[src/rtl/execute_stage.sv]
// execute_stage: MIPS EX stage with ALU, branch target, iterative MULT and EX/MEM register
module execute_stage #(
    parameter int MULT_CYCLES = 32
) (
    input  logic        clk,
    input  logic        reset,
    input  logic        flush,
    input  logic [31:0] pcAdded,
    input  logic [31:0] read1,
    input  logic [31:0] read2,
    input  logic [31:0] imm,
    input  logic [4:0]  i20_16,
    input  logic [4:0]  i15_11,
    input  logic        regDst,
    input  logic        aluSrc,
    input  logic [2:0]  aluOp,
    input  logic        branch,
    input  logic        memWrite,
    input  logic        memRead,
    input  logic        regWrite,
    input  logic        memToReg,
    input  logic        jump,
    output logic        stall,
    output logic [31:0] outBranchTarget,
    output logic        outZero,
    output logic [31:0] outAluResult,
    output logic [31:0] outRead2,
    output logic [4:0]  outWriteReg,
    output logic        outBranch,
    output logic        outMemWrite,
    output logic        outMemRead,
    output logic        outRegWrite,
    output logic        outMemToReg,
    output logic        outJump
);
    localparam int CW = $clog2(MULT_CYCLES + 1);
    typedef enum logic [1:0] {IDLE, BUSY, DONE} state_t;
    state_t state, nextState;
    logic [CW-1:0] count;
    logic [31:0] mcand, mplier, acc, opB, aluResult, result;
    logic [2:0] fn;
    logic isMult, capture;
    always_comb begin
        opB = aluSrc ? imm : read2;
        fn = aluOp != 3'b010 ? aluOp :
             imm[5:0] == 6'b100000 ? 3'b000 :
             imm[5:0] == 6'b100010 ? 3'b001 :
             imm[5:0] == 6'b100100 ? 3'b011 :
             imm[5:0] == 6'b100101 ? 3'b100 :
             imm[5:0] == 6'b101010 ? 3'b101 : 3'b010;
        aluResult = fn == 3'b001 ? read1 - opB :
                    fn == 3'b011 ? read1 & opB :
                    fn == 3'b100 ? read1 | opB :
                    fn == 3'b101 ? {31'd0, $signed(read1) < $signed(opB)} :
                    fn == 3'b010 ? 32'd0 : read1 + opB;
        isMult = aluOp == 3'b010 && imm[5:0] == 6'b011000;
        nextState = flush ? IDLE :
                    state == IDLE ? (isMult ? BUSY : IDLE) :
                    state == BUSY ? (count == CW'(MULT_CYCLES - 1) ? DONE : BUSY) : IDLE;
        stall = !reset && !flush && ((state == IDLE && isMult) || state == BUSY);
        capture = !flush && ((state == IDLE && !isMult) || state == DONE);
        result = state == DONE ? acc : aluResult;
    end
    always_ff @(posedge clk) begin
        if (reset) begin
            state <= IDLE;
            count <= '0;
            mcand <= '0;
            mplier <= '0;
            acc <= '0;
            outBranchTarget <= '0;
            outZero <= 1'b0;
            outAluResult <= '0;
            outRead2 <= '0;
            outWriteReg <= '0;
            {outBranch, outMemWrite, outMemRead, outRegWrite, outMemToReg, outJump} <= '0;
        end else begin
            state <= nextState;
            if (state == IDLE && isMult && !flush) begin
                mcand <= read1;
                mplier <= read2;
                acc <= '0;
                count <= '0;
            end else if (state == BUSY) begin
                acc <= mplier[0] ? acc + mcand : acc;
                mcand <= mcand << 1;
                mplier <= mplier >> 1;
                count <= count + CW'(1);
            end
            // bubbles clear only the control bits; data outputs hold their last value
            if (capture) begin
                outBranchTarget <= pcAdded + {imm[29:0], 2'b00};
                outZero <= result == 32'd0;
                outAluResult <= result;
                outRead2 <= read2;
                outWriteReg <= regDst ? i15_11 : i20_16;
                {outBranch, outMemWrite, outMemRead, outRegWrite, outMemToReg, outJump} <=
                    {branch, memWrite, memRead, regWrite, memToReg, jump};
            end else begin
                {outBranch, outMemWrite, outMemRead, outRegWrite, outMemToReg, outJump} <= '0;
            end
        end
    end
endmodule

[config.mk]
export PLATFORM = sky130hd
export DESIGN_NAME = execute_stage
export DESIGN_NICKNAME = d
export VERILOG_FILES = /design/src/rtl/execute_stage.sv
export SDC_FILE = /design/constraint.sdc
export NUM_CORES = 1
export LEC_CHECK = 0
export ABC_AREA = 1
export CELL_PAD_IN_SITES_DETAIL_PLACEMENT = 2
export CELL_PAD_IN_SITES_GLOBAL_PLACEMENT = 2
export CORE_MARGIN = 3
export CORE_UTILIZATION = 32
export DETAILED_ROUTE_END_ITERATION = 6
export GPL_ROUTABILITY_DRIVEN = 0
export PLACE_DENSITY = 0.95
export SLEW_MARGIN = 15
export SYNTH_ARGS = -nofsm -noshare
export SYNTH_HDL_FRONTEND = slang
export SYNTH_SLANG_ARGS = --single-unit
export TNS_END_PERCENT = 5
[constraint.sdc]
create_clock -name clk -period 6.3 [get_ports clk]
set_clock_uncertainty 0.2 [all_clocks]
set_input_delay 0.945 -clock clk [delete_from_list [all_inputs] [get_ports clk]]
set_output_delay 0.945 -clock clk [all_outputs]
set_load 0.005 [all_outputs]
==> results by group <==
Status
  – Outcome: finished, final reports clean

Floorplan
  – Core ar.: 56,800 um2
  – DIE WIDTH: 247 um
  – Row count: 87
  – Top Ports: 261
  – Die area: 60,800 um2
  – Die Height: 247 um
  – Initial core utilization: 32.6%

Global route
  – Total congestion overflow: 0
  – Antenna violations before repair: 13
  – Global-route wire length before repair: 187,000 um
  – Vias in the first global route: 28,130
  – Total track usage: 41.0%
  – Largest net degree at the start of global routing: 88

Critical path
  – Crit Reg-Reg Endpoint: mcand[30]
  – Crit end category: flip-flop
  – CP required: 6640 ps
  – Register-to-Register Path Depth: 9
  – CP max FO: 14
  – Critical path class: input port to flip-flop
  – CP Capture Point: outZero
  – Most numerous cell on the critical path: nand3_1
  – WP data arrival: 5920 ps
  – CP Cell Sequence: clkdlybuf4s50_1, nor2_1, nand3_1, nand3_2, a21oi_2, nand3_1, nand3b_1, nand2_1, nand2_1, nand3_1, a21oi_1, nand4_1, nor2_1, nand3_1, a21oi_1
  – Crit path launch: imm[3]
  – Reg-to-Reg Start: state[0]
  – CP Launch Type: input port
  – Worst path max stage delay: 1030 ps
  – R2R Setup Slk: 2100 ps
  – Slowest CP cell: nand3_1

Place
  – Pre-CTS setup slack: 714 ps
  – Detail Placement HPWL: 88,900 um
  – Buffers added on ports: 260

Layout
  – Area of the multi-input gates: 12,000 um2
  – Share of cells above drive strength 1: 4.38%
  – # nets final: 3,604
  – Final Util: 40.0%
  – Sequential standard cell area: 4240 um2
  – Fillcell total: 6,909
  – Synth-to-Final Area Change: 22.8%

Timing
  – Hold Fails Final Rpt: 0
  – Highest clock rate: 0.179 GHz
  – Setup-failing EPs final: 0
  – Setup_tns: 0 ps
  – Crit path time final: 5580 ps
  – Slew @ Worst Pin: 1250 ps
  – RSZ-0062 raised after global routing: false
  – Hold Worst Slack: 296 ps
  – Pins over their slew limit: 0
  – Crit share post-route: 88.5%
  – Rel. slew slack: 15.5%
  – PnR worst setup slack: 722 ps

Synthesis
  – Synth top area share: 22.9%
  – Largest area contributor in the netlist: dfxtp_1
  – Commonest cells in the netlist: 823 x nand2_1, 469 x inv_1, 302 x nor2_1, 289 x o21ai_0, 212 x dfxtp_1
  – Avg Inst Size Synth: 6.00 um2
  – Post-synth EDFFs: 0
  – Post-synth net total: 3,405
  – Async S/R FF share, synth: 0%
  – Synth Cell Area: 18,500 um2
  – Post-Synthesis Cells: 3,088
  – Netlist cell types: 51
  – Most frequent cell after synthesis: nand2_1
  – Top_reg_cell synth: dfxtp_1
  – Synth warn: 0
  – #FFs+latches synth: 212
  – Synth top area cells: dfxtp_1 23%, nand2_1 17%, ha_1 11%
  – Sequential cell area fraction in the yosys report: 22.9%

Route
  – Vias: 24,945
  – Pre-antenna DRT Iters: 6
  – DRC viols: 0
  – Initial DRC Count: 2,298
  – Vias per cell: 6.13
  – Drt total wl: 129,000 um
  – DR WL/cell: 31.6 um
  – Detail Route Antenna Nets: 0

Clock tree
  – Clock tree from TritonCTS: yes
  – Clk slew on worst S/H paths: 60 ps
  – Root Driver: clkbuf_16
  – H-tree depth: 1
  – Post-CTS Setup Bufs: 0
  – CTS Buf Count: 28
  – Worst-Skew Late Latency: 610 ps
  – Gates resized, CTS repair: 0
  – CTS Buffer Depth: 3
  – Post-CTS Hold Buffers: 0
  – CTS Sinks: 212

Job
  – Max-Cap Viols: 0

Power
  – Power Density: 219 nW/um2
  – Peak supply drop: 0.233 mV
  – Leak Pwr: 0.0108 uW

Worst hold path
  – HP Class: flip-flop to flip-flop
-- how the worst min path moves through the flow --
| stage | slack, ps | depth (start not counted) | start | endpoint |
|---|---|---|---|---|
| finish | 300 | 2 | mplier[5] | mplier[5] |
| detailed placement | 280 | 2 | mplier[5] | mplier[5] |
| floorplan | 240 | 2 | acc[31] | acc[31] |
| CTS | 290 | 2 | mplier[5] | mplier[5] |
| global route | 310 | 2 | mplier[5] | mplier[5] |
| global placement | 260 | 2 | outRead2[12] | outRead2[12] |
-- placed cells by master (no fill, tap or decap), drive strengths merged, types with 42 or more instances in the layout --
master and n:
nor2 311, o21ai 310, a21oi 208, a31oi 44
nand2 831, dfxtp 212, nand3 160, ha 161
clkbuf 42, clkdlybuf4s50 259, inv 478
-- cell type report --
cell class / instances / share of cell area [%]
Inverter: 483 / 8.01
Sequential cell: 212 / 18.7
Multi-Input combinational cell: 2275 / 52.6
Clock buffer: 42 / 3.62
Timing Repair Buffer: 287 / 12.3
Clock inverter: 8 / 0.550
Antenna cell: 6 / 0.0660
Tap cell: 756 / 4.16
-- state kept, by name (all words and copies together) (netlist names) --
register / count
acc: 32
mcand: 32
mplier: 32
outAluResult: 32
outBranchTarget: 32
outRead2: 32
count: 6
outWriteReg: 5
state: 2
outBranch: 1
outJump: 1
outMemRead: 1
outMemToReg: 1
outMemWrite: 1
outRegWrite: 1
outZero: 1
-- per-layer routing --
metal  part of all wire [%]  up-vias  track usage (%)
met3                    8.0      742             8.36
met4                     10        6             34.3
li1                       -    10238                -
met2                     47     1624             69.1
met1                     35    12335             44.0
met5                  0.026        -                0
-- worst max-delay path: cells and delay by family --
kind | cells | cell delay [ps]
compound gates | 3 | 1550
buf+inv | 1 | 650
simple gates | 11 | 2760
-- power breakdown --
part / internal, uW / total (uW) / switching, uW / leakage [uW]
sequential: 1400 / 1460 / 55.4 / 0.00173
combinational: 538 / 1780 / 1240 / 0.00865
clock: 987 / 1750 / 763 / 0.000460
total: 2930 / 4980 / 2060 / 0.0108
-- stage by stage --
stage	instance area, um2	std cells	total power (uW)
after global routing	22700	4068	5090
after CTS	22700	4063	4880
after detailed placement	21800	4013	3060
after global placement	21800	4013	2910
after floorplan	18500	3088	2280
final	22700	4069	4980
-- logic make-up (layout without fill, tap and decap cells) --
family / Yosys count / in the layout / synth area share, %
and+or+nand+nor: 1423 / 1423 / 32.0
AOI/OAI and AO/OA: 634 / 634 / 18.7
buffers and inverters: 601 / 820 / 12.6
DFF: 212 / 212 / 22.9
adders and majority gates: 165 / 165 / 11.3
xor gates and xnor gates: 53 / 53 / 2.51
other: 0 / 6 / 0
Power figures use the tool's default switching activity.
